`src/rtl/config_stream_loader.sv`:
```
// Configuration stream loader: accepts words from a source and issues
// sequential {stage,row} write strobes toward the configuration controller.
module config_stream_loader #(
  parameter int LUTSIZE = 6,
  parameter int STAGES  = 8,
  parameter int WIDTH   = 32
) (
  input  logic             clk,
  input  logic             reset,
  input  logic             start,
  input  logic             in_valid,
  input  logic [WIDTH-1:0] in_data,
  output logic             in_ready,
  output logic             wren_out,
  output logic [31:0]      addr_out,
  output logic [WIDTH-1:0] data_out,
  output logic             busy,
  output logic [15:0]      progress,
  output logic             done
);

  localparam int SW = (STAGES > 1) ? $clog2(STAGES) : 1;

  typedef enum logic [1:0] {
    IDLE,
    LOAD,
    FLUSH,
    DONE
  } state_t;

  state_t state;
  state_t state_n;

  logic [LUTSIZE-1:0] row;
  logic [SW-1:0]      stage;
  logic               hs;
  logic               last;
  logic               launch;

  assign hs     = in_valid && in_ready;
  assign last   = (stage == SW'(STAGES - 1)) && (row == '1);
  assign launch = start && ((state == IDLE) || (state == DONE));

  always_ff @(posedge clk) begin
    if (reset) state <= IDLE;
    else       state <= state_n;
  end

  always_comb begin
    state_n  = state;
    in_ready = 1'b0;
    busy     = 1'b0;
    done     = 1'b0;
    unique case (state)
      IDLE: begin
        if (start) state_n = LOAD;
      end
      LOAD: begin
        in_ready = 1'b1;
        busy     = 1'b1;
        if (in_valid && last) state_n = FLUSH;
      end
      FLUSH: begin
        busy    = 1'b1;
        state_n = DONE;
      end
      DONE: begin
        done = 1'b1;
        if (start) state_n = LOAD;
      end
      default: state_n = IDLE;
    endcase
  end

  // Address and data are captured together so a strobe always has its word.
  always_ff @(posedge clk) begin
    if (reset) begin
      wren_out <= 1'b0;
      addr_out <= '0;
      data_out <= '0;
      progress <= '0;
      row      <= '0;
      stage    <= '0;
    end else begin
      wren_out <= hs;
      if (launch) begin
        row      <= '0;
        stage    <= '0;
        progress <= '0;
      end else if (hs) begin
        addr_out <= 32'({stage, row});
        data_out <= in_data;
        row      <= row + LUTSIZE'(1);
        progress <= progress + 16'd1;
        if (row == '1) stage <= stage + SW'(1);
      end
    end
  end

endmodule

```
`config.mk`:
```
export PLATFORM = sky130hd
export DESIGN_NAME = config_stream_loader
export DESIGN_NICKNAME = d
export VERILOG_FILES = /design/src/rtl/config_stream_loader.sv
export SDC_FILE = /design/constraint.sdc
export NUM_CORES = 1
export LEC_CHECK = 0
export CORE_MARGIN = 5
export CORE_UTILIZATION = 40
export DETAILED_ROUTE_END_ITERATION = 10
export PLACE_DENSITY = 0.76
export SLEW_MARGIN = 5
export SYNTH_ARGS = -nofsm -noshare
export SYNTH_HDL_FRONTEND = slang
export SYNTH_SLANG_ARGS = --single-unit
```
`constraint.sdc`:
```
create_clock -name clk -period 3.4 [get_ports clk]
set_input_delay 0.68 -clock clk [delete_from_list [all_inputs] [get_ports clk]]
set_output_delay 0.68 -clock clk [all_outputs]
set_load 0.03 [all_outputs]
```
* Word level (Yosys, flattened, before mapping)
Index checks and enable logic that the tools add are counted.
** Storage, ports and cells
- Logic and storage cells :: 36
- Output and inout port bits :: 84
- Flip-flop bits (word level) :: 69
** Cells by class
- Add/subtract/negate cells :: 3
- Bitwise operators :: 1
- Eq/ne operators :: 7
- Multiplexer cells :: 6
- Reductions and logical operators :: 12
** Operators with widths (number)
- $add A16 B1 Y16 const B :: 1
- $add A6 B1 Y6 const B :: 1
- $eq A6 B6 Y1 const B :: 1
- $pmux W2 S3 :: 1
- $reduce_and A2 Y1 :: 3
- $reduce_or A2 Y1 :: 3
- $eq A2 B2 Y1 const B :: 2
- $logic_and A1 B1 Y1 :: 4
- $mux W2 :: 2
- $add A3 B1 Y3 const B :: 1
- $eq A3 B3 Y1 const B :: 1
- $mux W1 :: 3
- $eq A2 B1 Y1 const B :: 1
- $logic_not A2 Y1 :: 1
- $ne A2 B1 Y1 const B :: 1
- $ne A2 B2 Y1 const B :: 1
- $logic_or A1 B1 Y1 :: 1
- $not A1 Y1 :: 1

* Longest topological paths before layout
- Depth in word-level cells :: 5
- Depth in mapped cells :: 8

* Least setup slack after synthesis
Ideal clock, no wire load.
- Kind :: reg2reg
- From :: reg state[0]
- To :: reg progress[11]
- Cell stages (with the launch flop) :: 7
- Period minus slack after synthesis :: 1812 ps
- Buffers on the path :: 1
- Library setup time :: 70 ps
- Data required time :: 3330 ps
- Setup slack :: 1588 ps
- Arrival time :: 1742 ps
- Cells stage by stage :: dfxtp_1 -> ha_1 -> and4_1 -> buf_2 -> nand2_1 -> or4_1 -> a21oi_1
** RTL lines
- from (decl) :: line 31 : state_t state;
- from (signal assigned) :: line 46 : else state <= state_n;
- $eq A2 B1 Y1 :: line 54 : unique case (state)
- $mux W1 :: line 54
- named net in_ready :: line 13 : output logic in_ready,
- $logic_and A1 B1 Y1 :: line 40 : assign hs = in_valid && in_ready;
- to (signal assigned) :: line 94 : progress <= progress + 16'd1;
- to (decl) :: line 18 : output logic [15:0] progress,
The timed path passes the listed nets, and every way through them passes these cells.
A chain may end at the register's enable or synchronous reset.

* Final worst setup path
- From :: reg state[1]
- To :: out busy
** Between the ends
- Longest elaborated chain between the ends :: 3
** RTL lines
- $eq A2 B1 Y1 / $eq A2 B2 Y1 (equally long branches) :: line 54
- $reduce_or A2 Y1 (no line) (*)
- $mux W1 (*) :: line 54
- to (decl) :: line 17 : output logic busy,
Every way passes the cells marked *; elsewhere a longest branch is shown, timed or not.

==> run_results.csv <==
group,metric,value,unit
status,outcome,"complete, no violations",
logic_synthesis,async_flop_share,0,%
clock_tree,cts_made_buffers,9,
clock_tree,clk_latency,0.34,ns
logic_synthesis,synth_edf_count,0,
clock_tree,htreeDepth,3,
clock_tree,hold_buffers,0,
sta,fmax,0.380,GHz
floorplanning,die_y,94.1,microns
logic_synthesis,synth_cells,345,
cells_and_area,drive_above_1_share,5.47,%
clock_tree,post_cts_buffers,0,
setup_path,crit_type,"flop to output port",
floorplanning,die_w,94.1,microns
logic_synthesis,synthTopCellsByArea,"dfxtp_1, nand2_1, a21oi_1, buf_4, xor2_1",
logic_synthesis,synth_cell_types,34,
placed_design,port-buffer-count,96,
sta,fin_crit_sh,77.3,%
clock_tree,clk_path_buf_depth,2,
clock_tree,cts_sinks,69,
floorplanning,rows,30,
clock_tree,cts.repair.resized,0,
clock_tree,clk_root_buffer_cell,"clkbuf_8",
floorplanning,core,6830,sq um
logic_synthesis,syn_area_per_cell,8.20,sq um
global_route,grt_max_degree,46,
global_route,track_usage,15.2,%
flow_run,cap_viol_max_count,0,
floorplanning,io_pins,120,
sta,fin_setup_tns,0,ns
routing,ant_nets,0,
logic_synthesis,synth_commonest_cells,"nand2_1, dfxtp_1, a21oi_1, buf_4, nor2_1",
placed_design,dp.final_hpwl,4810,microns
hold_path,hp-class,"flop to flop",
power,p_leak,1.40,nW
placed_design,dp_slack,0.816,ns
logic_synthesis,synthFlopType,"dfxtp_1",
routing,vias_per_cell,4.61,
logic_synthesis,ys_seq_elements,69,
routing,first_iter_violations,100,
global_route,overflow,0,
sta,fin_ws,0.771,ns
routing,post_drt_wl_per_cell,12.6,microns
floorplanning,die-area,8850,sq um
routing,wl,6740,microns
cells_and_area,nets,476,
sta,rsz0062_at_grt,"no",
power,p_seq_share,42.1,%
sta,max_slew_margin,33.9,%
logic_synthesis,yosysMostFrequentCell,"nand2_1",
floorplanning,start_util,41.4,%
power,intPower,0.00141,W
power,share_comb_of_total_power,32.7,%
sta,worst_pin_slew,0.988,ns
clock_tree,cts_tree,"yes",
sta,maxSlewViolCount,0,
logic_synthesis,yosysTopAreaCell,"dfxtp_1",
setup_path,cp.arrival,1.95,ns
logic_synthesis,synth-seq-area-share,48.8,%
logic_synthesis,synth_top_area_share,48.8,%
cells_and_area,regArea,1380,sq um
logic_synthesis,synth_area,2830,sq um
global_route,antenna_found_initial,0,
sta,finalHoldViolCount,0,
sta,fin_crit,2.63,ns
logic_synthesis,synth_warnings,0,
sta,setup_viol,0,
power,peakVddDrop,0.313,mV
cells_and_area,diodes,0,
placed_design,gp_congestion,0.745,
routing,drc,0,
power,power.switching,0.000804,W
sta,clock_skew,0.0109,ns
global_route,grt_pass1_vias,2383,
routing,num_vias,2466,
global_route,grt_pass1_wl,10700,microns
clock_tree,cts.clk_slew.worst_paths,0.08,ns
setup_path,cp-start-kind,"flop",
setup_path,crit_fanout,4,
power,clockPowerShare,25.2,%
setup_path,end_kind,"output port",
cells_and_area,area_growth,39.3,%
cells_and_area,multi_input_area,1280,sq um
cells_and_area,fillers,651,
power,power.density,561,nW/um^2
setup_path,cp.required,2.72,ns
power,p_sw_share,36.4,%
routing,drt-pass1-iter-count,4,
sta,timing.hold.ws,0.452,ns
## layer usage
layer / part of all wire (%) / global-route usage (%) / up-vias
li1: - / - / 1256
met1: 41 / 16.7 / 1116
met2: 50 / 26.1 / 79
met3: 7.2 / 5.85 / 15
met4: 2.2 / 6.38 / 0
met5: 0 / 0 / -
## worst max-delay path: stages, from the launching register on
cell and delay [ns]:
dfxtp_1 0.35, inv_1 0.05, ha_1 0.34, inv_1 0.16, clkdlybuf4s50_1 0.71
## layout by cell type, fill, tap and decap left out, types with 5 or more instances in the layout
cell type and count:
dfxtp_1 69, clkbuf_8 9, clkdlybuf4s50_1 96, a21oi_1 49, xor2_1 12, ha_1 6, nand3_1 7, nand2_1 94
conb_1 23, nor2_1 20, o21ai_0 5, nand4_1 6
## cell families (layout without fill, tap and decap cells)
| kind of cell | Yosys count | in the layout | share of synthesized area [%] |
|---|---|---|---|
| AO/OA/AOI/OAI | 60 | 60 | 11.1 |
| XOR/XNOR | 16 | 16 | 4.96 |
| adder cells (fa/ha/maj) | 6 | 6 | 2.65 |
| buffers and inverters | 46 | 118 | 9.60 |
| flip-flops | 69 | 69 | 48.8 |
| multiplexers | 2 | 2 | 0.708 |
| other | 1 | 23 | 0.133 |
| AND/OR/NAND/NOR | 145 | 145 | 22.0 |
## final timing paths
kind                                    from            to  slack, ns  depth (start not counted)
worst min-delay path            data_out[26]  data_out[26]       0.45                          2
worst max-delay path                state[1]          busy       0.77                          4
worst min register to register  data_out[26]  data_out[26]       0.45                          2
worst max register to register      state[1]   addr_out[2]       1.34                          6
## per-stage QoR
step | total power (W) | std cells | utilization, % | instance area, sq um
floorplan | 0.00141 | 367 | - | 2910
global placement | 0.00167 | 519 | 55.2 | 3770
detailed placement | 0.00168 | 519 | 55.2 | 3770
CTS | 0.00224 | 535 | 57.7 | 3940
global route | 0.00234 | 535 | 57.7 | 3940
finish | 0.00221 | 535 | 57.7 | 3940
## final cells by class
cell class              instances  share of cell area, %
clock inverters                 7                   1.08
multi-input cells             252                   32.5
inverters                       4                  0.381
repair buffers                 98                   24.8
clock buffers                   9                   3.14
flip-flops and latches         69                   35.1
well taps                      96                   3.05
## sequential cells by signal, summed over array words and instances, names as in the netlist
| register | cells |
|---|---|
| progress | 16 |
| addr_out | 9 |
| state | 2 |
| stage | 3 |
| data_out | 32 |
| row | 6 |
| wren_out | 1 |
## power groups by stage
| stage | combinational [W] | sequential [W] | clock, W |
|---|---|---|---|
| floorplan | 0.000344 | 0.00107 | 0 |
| global placement | 0.000724 | 0.000945 | 0 |
| detailed placement | 0.000732 | 0.000948 | 0 |
| CTS | 0.000733 | 0.000930 | 0.000574 |
| global route | 0.000780 | 0.000942 | 0.000620 |
| finish | 0.000722 | 0.000930 | 0.000557 |
Note: power is estimated with default switching activity, not from simulation.
